`src/rtl/fetch_unit_pkg.sv`:
```
// fetch_unit_pkg: shared constants, widths and the sequential-PC helper for the fetch stage.
package fetch_unit_pkg;
  localparam int WORD_W = 16;
  localparam int BTB_ENTRIES = 4;
  localparam int BTB_IDX_W = 2;
  localparam int BTB_TAG_W = WORD_W - BTB_IDX_W - 1;
  localparam logic [WORD_W-1:0] PC_RESET = 16'h0000;
  localparam logic [WORD_W-1:0] NOP_INSTR = 16'h0000;
  localparam logic [WORD_W-1:0] PC_STEP = 16'd2;
  function automatic logic [WORD_W-1:0] pc_seq(input logic [WORD_W-1:0] pc);
    return pc + PC_STEP;
  endfunction
endpackage

```
`src/rtl/fetch_btb.sv`:
```
// fetch_btb: 4-entry direct-mapped branch target buffer; a write becomes visible on the next cycle.
module fetch_btb
  import fetch_unit_pkg::*;
(
  input  logic              clk,
  input  logic              rst,
  input  logic [WORD_W-1:0] lookup_pc,
  output logic              hit,
  output logic [WORD_W-1:0] target,
  input  logic              we,
  input  logic [WORD_W-1:0] write_pc,
  input  logic [WORD_W-1:0] write_target
);
  logic [BTB_TAG_W-1:0] tags [BTB_ENTRIES];
  logic [WORD_W-1:0] tgts [BTB_ENTRIES];
  logic [BTB_ENTRIES-1:0] valid;
  logic [BTB_IDX_W-1:0] rd_idx, wr_idx;
  logic unused_bits;
  assign unused_bits = lookup_pc[0] ^ write_pc[0];
  assign rd_idx = lookup_pc[BTB_IDX_W:1];
  assign wr_idx = write_pc[BTB_IDX_W:1];
  assign hit = valid[rd_idx] && (tags[rd_idx] == lookup_pc[WORD_W-1:BTB_IDX_W+1]);
  assign target = tgts[rd_idx];
  always_ff @(posedge clk or posedge rst) begin
    if (rst) valid <= '0;
    else if (we) valid[wr_idx] <= 1'b1;
  end
  // Tag/target storage is qualified by the valid bits, so it carries no reset.
  always_ff @(posedge clk) begin
    if (we) begin
      tags[wr_idx] <= write_pc[WORD_W-1:BTB_IDX_W+1];
      tgts[wr_idx] <= write_target;
    end
  end
endmodule

```
`src/rtl/fetch_unit.sv`:
```
// fetch_unit: PC register, BTB-predicted next PC and IF/ID pipeline register.
module fetch_unit
  import fetch_unit_pkg::*;
(
  input  logic              clk,
  input  logic              rst,
  input  logic              stall,
  input  logic              flush,
  input  logic [WORD_W-1:0] flush_target,
  input  logic [WORD_W-1:0] flush_pc,
  input  logic [WORD_W-1:0] imem_data,
  output logic [WORD_W-1:0] imem_addr,
  output logic [WORD_W-1:0] ifid_instr,
  output logic [WORD_W-1:0] ifid_pc,
  output logic [WORD_W-1:0] ifid_one_away,
  output logic [WORD_W-1:0] ifid_btb,
  output logic              ifid_valid
);
  logic [WORD_W-1:0] pc, pc_plus, btb_target, pred_pc;
  logic btb_hit;
  fetch_btb u_btb (
    .clk(clk),
    .rst(rst),
    .lookup_pc(pc),
    .hit(btb_hit),
    .target(btb_target),
    .we(flush),
    .write_pc(flush_pc),
    .write_target(flush_target)
  );
  assign imem_addr = pc;
  assign pc_plus = pc_seq(pc);
  assign pred_pc = btb_hit ? btb_target : pc_plus;
  always_ff @(posedge clk or posedge rst) begin
    if (rst) begin
      pc <= PC_RESET;
      ifid_instr <= NOP_INSTR;
      ifid_pc <= '0;
      ifid_one_away <= '0;
      ifid_btb <= '0;
      ifid_valid <= 1'b0;
    end else if (flush) begin
      pc <= flush_target;
      ifid_instr <= NOP_INSTR;
      ifid_pc <= '0;
      ifid_one_away <= '0;
      ifid_btb <= '0;
      ifid_valid <= 1'b0;
    end else if (!stall) begin
      pc <= pred_pc;
      ifid_instr <= imem_data;
      ifid_pc <= pc;
      ifid_one_away <= pc_plus;
      ifid_btb <= pred_pc;
      ifid_valid <= 1'b1;
    end
  end
endmodule
```
`config.mk`:
```
export PLATFORM = sky130hd
export DESIGN_NAME = fetch_unit
export DESIGN_NICKNAME = d
export VERILOG_FILES = /design/src/rtl/fetch_unit_pkg.sv /design/src/rtl/fetch_btb.sv /design/src/rtl/fetch_unit.sv
export SDC_FILE = /design/constraint.sdc
export NUM_CORES = 1
export LEC_CHECK = 0
export CORE_MARGIN = 2
export CORE_UTILIZATION = 58
export CTS_CLUSTER_SIZE = 24
export DETAILED_ROUTE_END_ITERATION = 8
export GPL_TIMING_DRIVEN = 0
export PLACE_DENSITY = 0.9
export SLEW_MARGIN = 20
export SYNTH_ARGS = -nofsm -noshare
export SYNTH_HDL_FRONTEND = slang
export SYNTH_SLANG_ARGS = --single-unit
```
`constraint.sdc`:
```
create_clock -name clk -period 8.3 [get_ports clk]
set_input_delay 1.245 -clock clk [delete_from_list [all_inputs] [get_ports clk]]
set_output_delay 1.245 -clock clk [all_outputs]
set_load 0.005 [all_outputs]
```
==> run_results.csv <==
group,metric,value,unit
min_path,whs_path_depth,1,
min_path,hold_start,"u_btb.valid[1]$_DFFE_PP0P_",
layout,drive_gt1_share,11.10,%
critical_path,cpMaxStageDelayCell,"o31ai_1",
synthesis,yosysSeqAreaShare,67.49,%
synthesis,synth_compound_area_share,3.825,%
layout,antenna_cells,0,
clocking,clk_latency,440,ps
grt,grt_pass1_wl,31.34,mm
routing,via_per_inst,6.158,
floorplan,die-width,123.5,µm
layout,seqCellArea,5585,µm²
synthesis,synthFlopType,"edfxtp_1",
timing,tightest_slew,871.0,ps
critical_path,critPathMaxStageDelay,550,ps
timing,fmax,300.5,MHz
critical_path,cp_data_required_time,8590,ps
floorplan,initial_core_util,59.39,%
critical_path,r2r.worst_path.cells,9,
timing,slew-limit-headroom,41.94,%
place,portBuffers,130,
clocking,cts_setup_buffers,0,
grt,antenna_found_initial,0,
synthesis,synth_mux_area_share,13.76,%
floorplan,dieArea,15240,µm²
grt,use_met3,7.565,%
critical_path,rrSetupSlack,4970,ps
grt,busiest_layer,"met2",
clocking,cts-buffers-inserted,17,
grt,grt_usage,28.92,%
synthesis,synth_nets,623,
critical_path,crit_arrival,3610,ps
routing,vias,5659,
layout,final_area,10480,µm²
timing,finalClockSkew,9.202,ps
layout,syn2layout_area_growth,26.66,%
synthesis,synth_top_family_by_area,"multiplexers",
timing,period_minus_slack,3328,ps
grt,grt_max_degree,50,
timing,maxSlewViolCount,0,
routing,drt-total-wl,21.15,mm
timing,setup-violations-final,0,
synthesis,synth-xor-area-share,3.341,%
clocking,post_cts_resized,0,
critical_path,reg2reg_to,"imem_addr[8]$_DFFE_PP0P_",
min_path,min_to,"u_btb.valid[1]$_DFFE_PP0P_",
min_path,min_path_type,"flop to flop",
floorplan,rows,43,
routing,antenna_left,0,
run_status,status,"completed",
place,dpl.hpwl,14.89,mm
synthesis,synth_edf_count,116,
grt,grt_pass1_vias,5712,
floorplan,core,13930,µm²
layout,fillCellCount,777,
synthesis,avgSynthCellArea,14.52,µm²
critical_path,timing.rr.start,"imem_addr[9]$_DFFE_PP0P_",
synthesis,synthSimpleGateAreaFrac,9.283,%
layout,final_cell_mix,"clkdlybuf4s50_1, edfxtp_1, dfrtp_1",
critical_path,endpoint_kind,"flop",
job,max-cap-violations,0,
synthesis,synthAdderAreaFrac,0.1512,%
grt,use_met1,35.59,%
synthesis,yosys_register_bits,200,
synthesis,syn_area,8275,µm²
timing,rsz0062_at_grt,"no",
place,place_area,9936,µm²
synthesis,ys_async_sr_fraction,42.00,%
critical_path,critPathLaunchType,"flop",
clocking,root_buffer,"clkbuf_16",
place,routabilityCongestion,0.8874,
routing,drtPass1Iterations,7,
critical_path,path_class,"flop to flop",
routing,drt_iter0_markers,545,
clocking,cts_sinks,200,
grt,grt-ovfl-total,0,
routing,wire_per_inst,23.02,µm
synthesis,ys_types,43,
layout,multi_input_area,2534,µm²
synthesis,syn_inst,570,
clocking,tritoncts,"done",
layout,nNetsFinal,779,
floorplan,ios,133,
timing,hold_violations,0,
floorplan,fp.dieH,123.5,µm
layout,layout_commonest_cell,"clkdlybuf4s50_1",
power_and_ir_drop,vdd_drop_max,0.0001434,V
clocking,cts.path.max_buffers,2,
clocking,cts_hold_buf,0,
critical_path,critPathMaxFanout,10,
timing,tns,0,ps
power_and_ir_drop,cellPowerDensity,215.7,nW/µm²
clocking,cts.htree.levels,4,
grt,grt_use_met2,48.04,%
synthesis,yosys_warnings,0,
clocking,clk_pin_slew,60,ps
routing,drc,0,
critical_path,worstPathCellList,"clkbuf_1 -> xnor2_1 -> a32oi_1 -> o31ai_1 -> nand4b_4 -> nor4_4 -> buf_4 -> mux2i_1 -> o211ai_1",
timing,period_share,40.10,%
power_and_ir_drop,p_leak,4.046,nW
layout,final_core_util,75.22,%
## worst max-delay path by stage
stage                                  start                    endpoint  slack (ps)
global placement                       flush  u_btb.valid[0]$_DFFE_PP0P_        2270
floorplan                              flush  u_btb.tags[0][0]$_DFFE_PP_        4480
global route        imem_addr[9]$_DFFE_PP0P_    imem_addr[7]$_DFFE_PP0P_        4830
finish              imem_addr[9]$_DFFE_PP0P_    imem_addr[8]$_DFFE_PP0P_        4970
CTS                 imem_addr[2]$_DFFE_PP0P_   imem_addr[11]$_DFFE_PP0P_        5030
detailed placement                     flush  u_btb.tags[0][9]$_DFFE_PP_        4680
## sequential cells by signal, summed over array words and instances (netlist names)
signal / cells
u_btb.tgts: 64
u_btb.tags: 52
ifid_btb: 16
ifid_instr: 16
ifid_pc: 16
imem_addr: 16
ifid_one_away: 15
u_btb.valid: 4
ifid_valid: 1
## power by group
part	internal (mW)	total, mW	switching (mW)
sequential	1.11	1.16	0.0404
combinational	0.167	0.333	0.166
clock	0.436	0.772	0.337
## final cells by class
class / count / share of cell area (%)
repair buffers: 137 / 13.47
flip-flops and latches: 200 / 53.29
clock buffers: 20 / 4.166
multi-input cells: 328 / 24.17
well taps: 180 / 2.149
clock inverters: 12 / 1.039
inverters: 5 / 0.2029
plain buffers: 37 / 1.516
## layer usage
layer	up-vias	part of all wire (%)
met5	-	0
met4	0	3.3
met3	58	10
met2	411	51
met1	2811	36
li1	2379	-
## critical path: cells and delay by family, from the launching register on
kind                   cells  cell delay (ps)
AO/OA/AOI/OAI              3              830
XOR/XNOR                   1              200
buffers and inverters      2              820
flip-flops                 1              340
multiplexers               1              290
AND/OR/NAND/NOR            2              670
## Yosys cell counts (5+ instances only)
master    count  area (µm²)
edfxtp_1    116        3483
dfrtp_1      84        2102
nor2_1       68       255.2
nand2_1      56       210.2
mux2i_1      53       530.5
mux4_2       26       585.6
xnor2_1      23       201.4
clkbuf_1     21       78.83
a21oi_1      15       75.07
nand3_1      10       50.05
and2_1        9       56.30
buf_1         9       33.78
and3_1        7       43.79
o211ai_1      7       52.55
o21ai_0       6       30.03
a21o_1        5       37.54
inv_1         5       18.77
nand4_1       5       31.28
or2_2         5       31.28
## metrics by stage
stage               power [mW]  setup slack [ps]  cells  hold WS, ps
floorplan                1.337              4477    570        430.8
global placement         1.479              2268    880        444.6
detailed placement       1.501              4678    887        457.6
CTS                      2.265              5032    919        468.8
global route             2.334              4833    919        490.0
finish                   2.261              4972    919        466.3
## kinds of logic (layout without fill, tap and decap cells)
group	after synthesis	count (layout)
buf+inv	42	211
xor+xnor	29	29
simple gates	169	169
compound gates	48	48
fa+ha+maj	1	1
flops	200	200
mux	81	81
(Power assumes the default switching activity.)
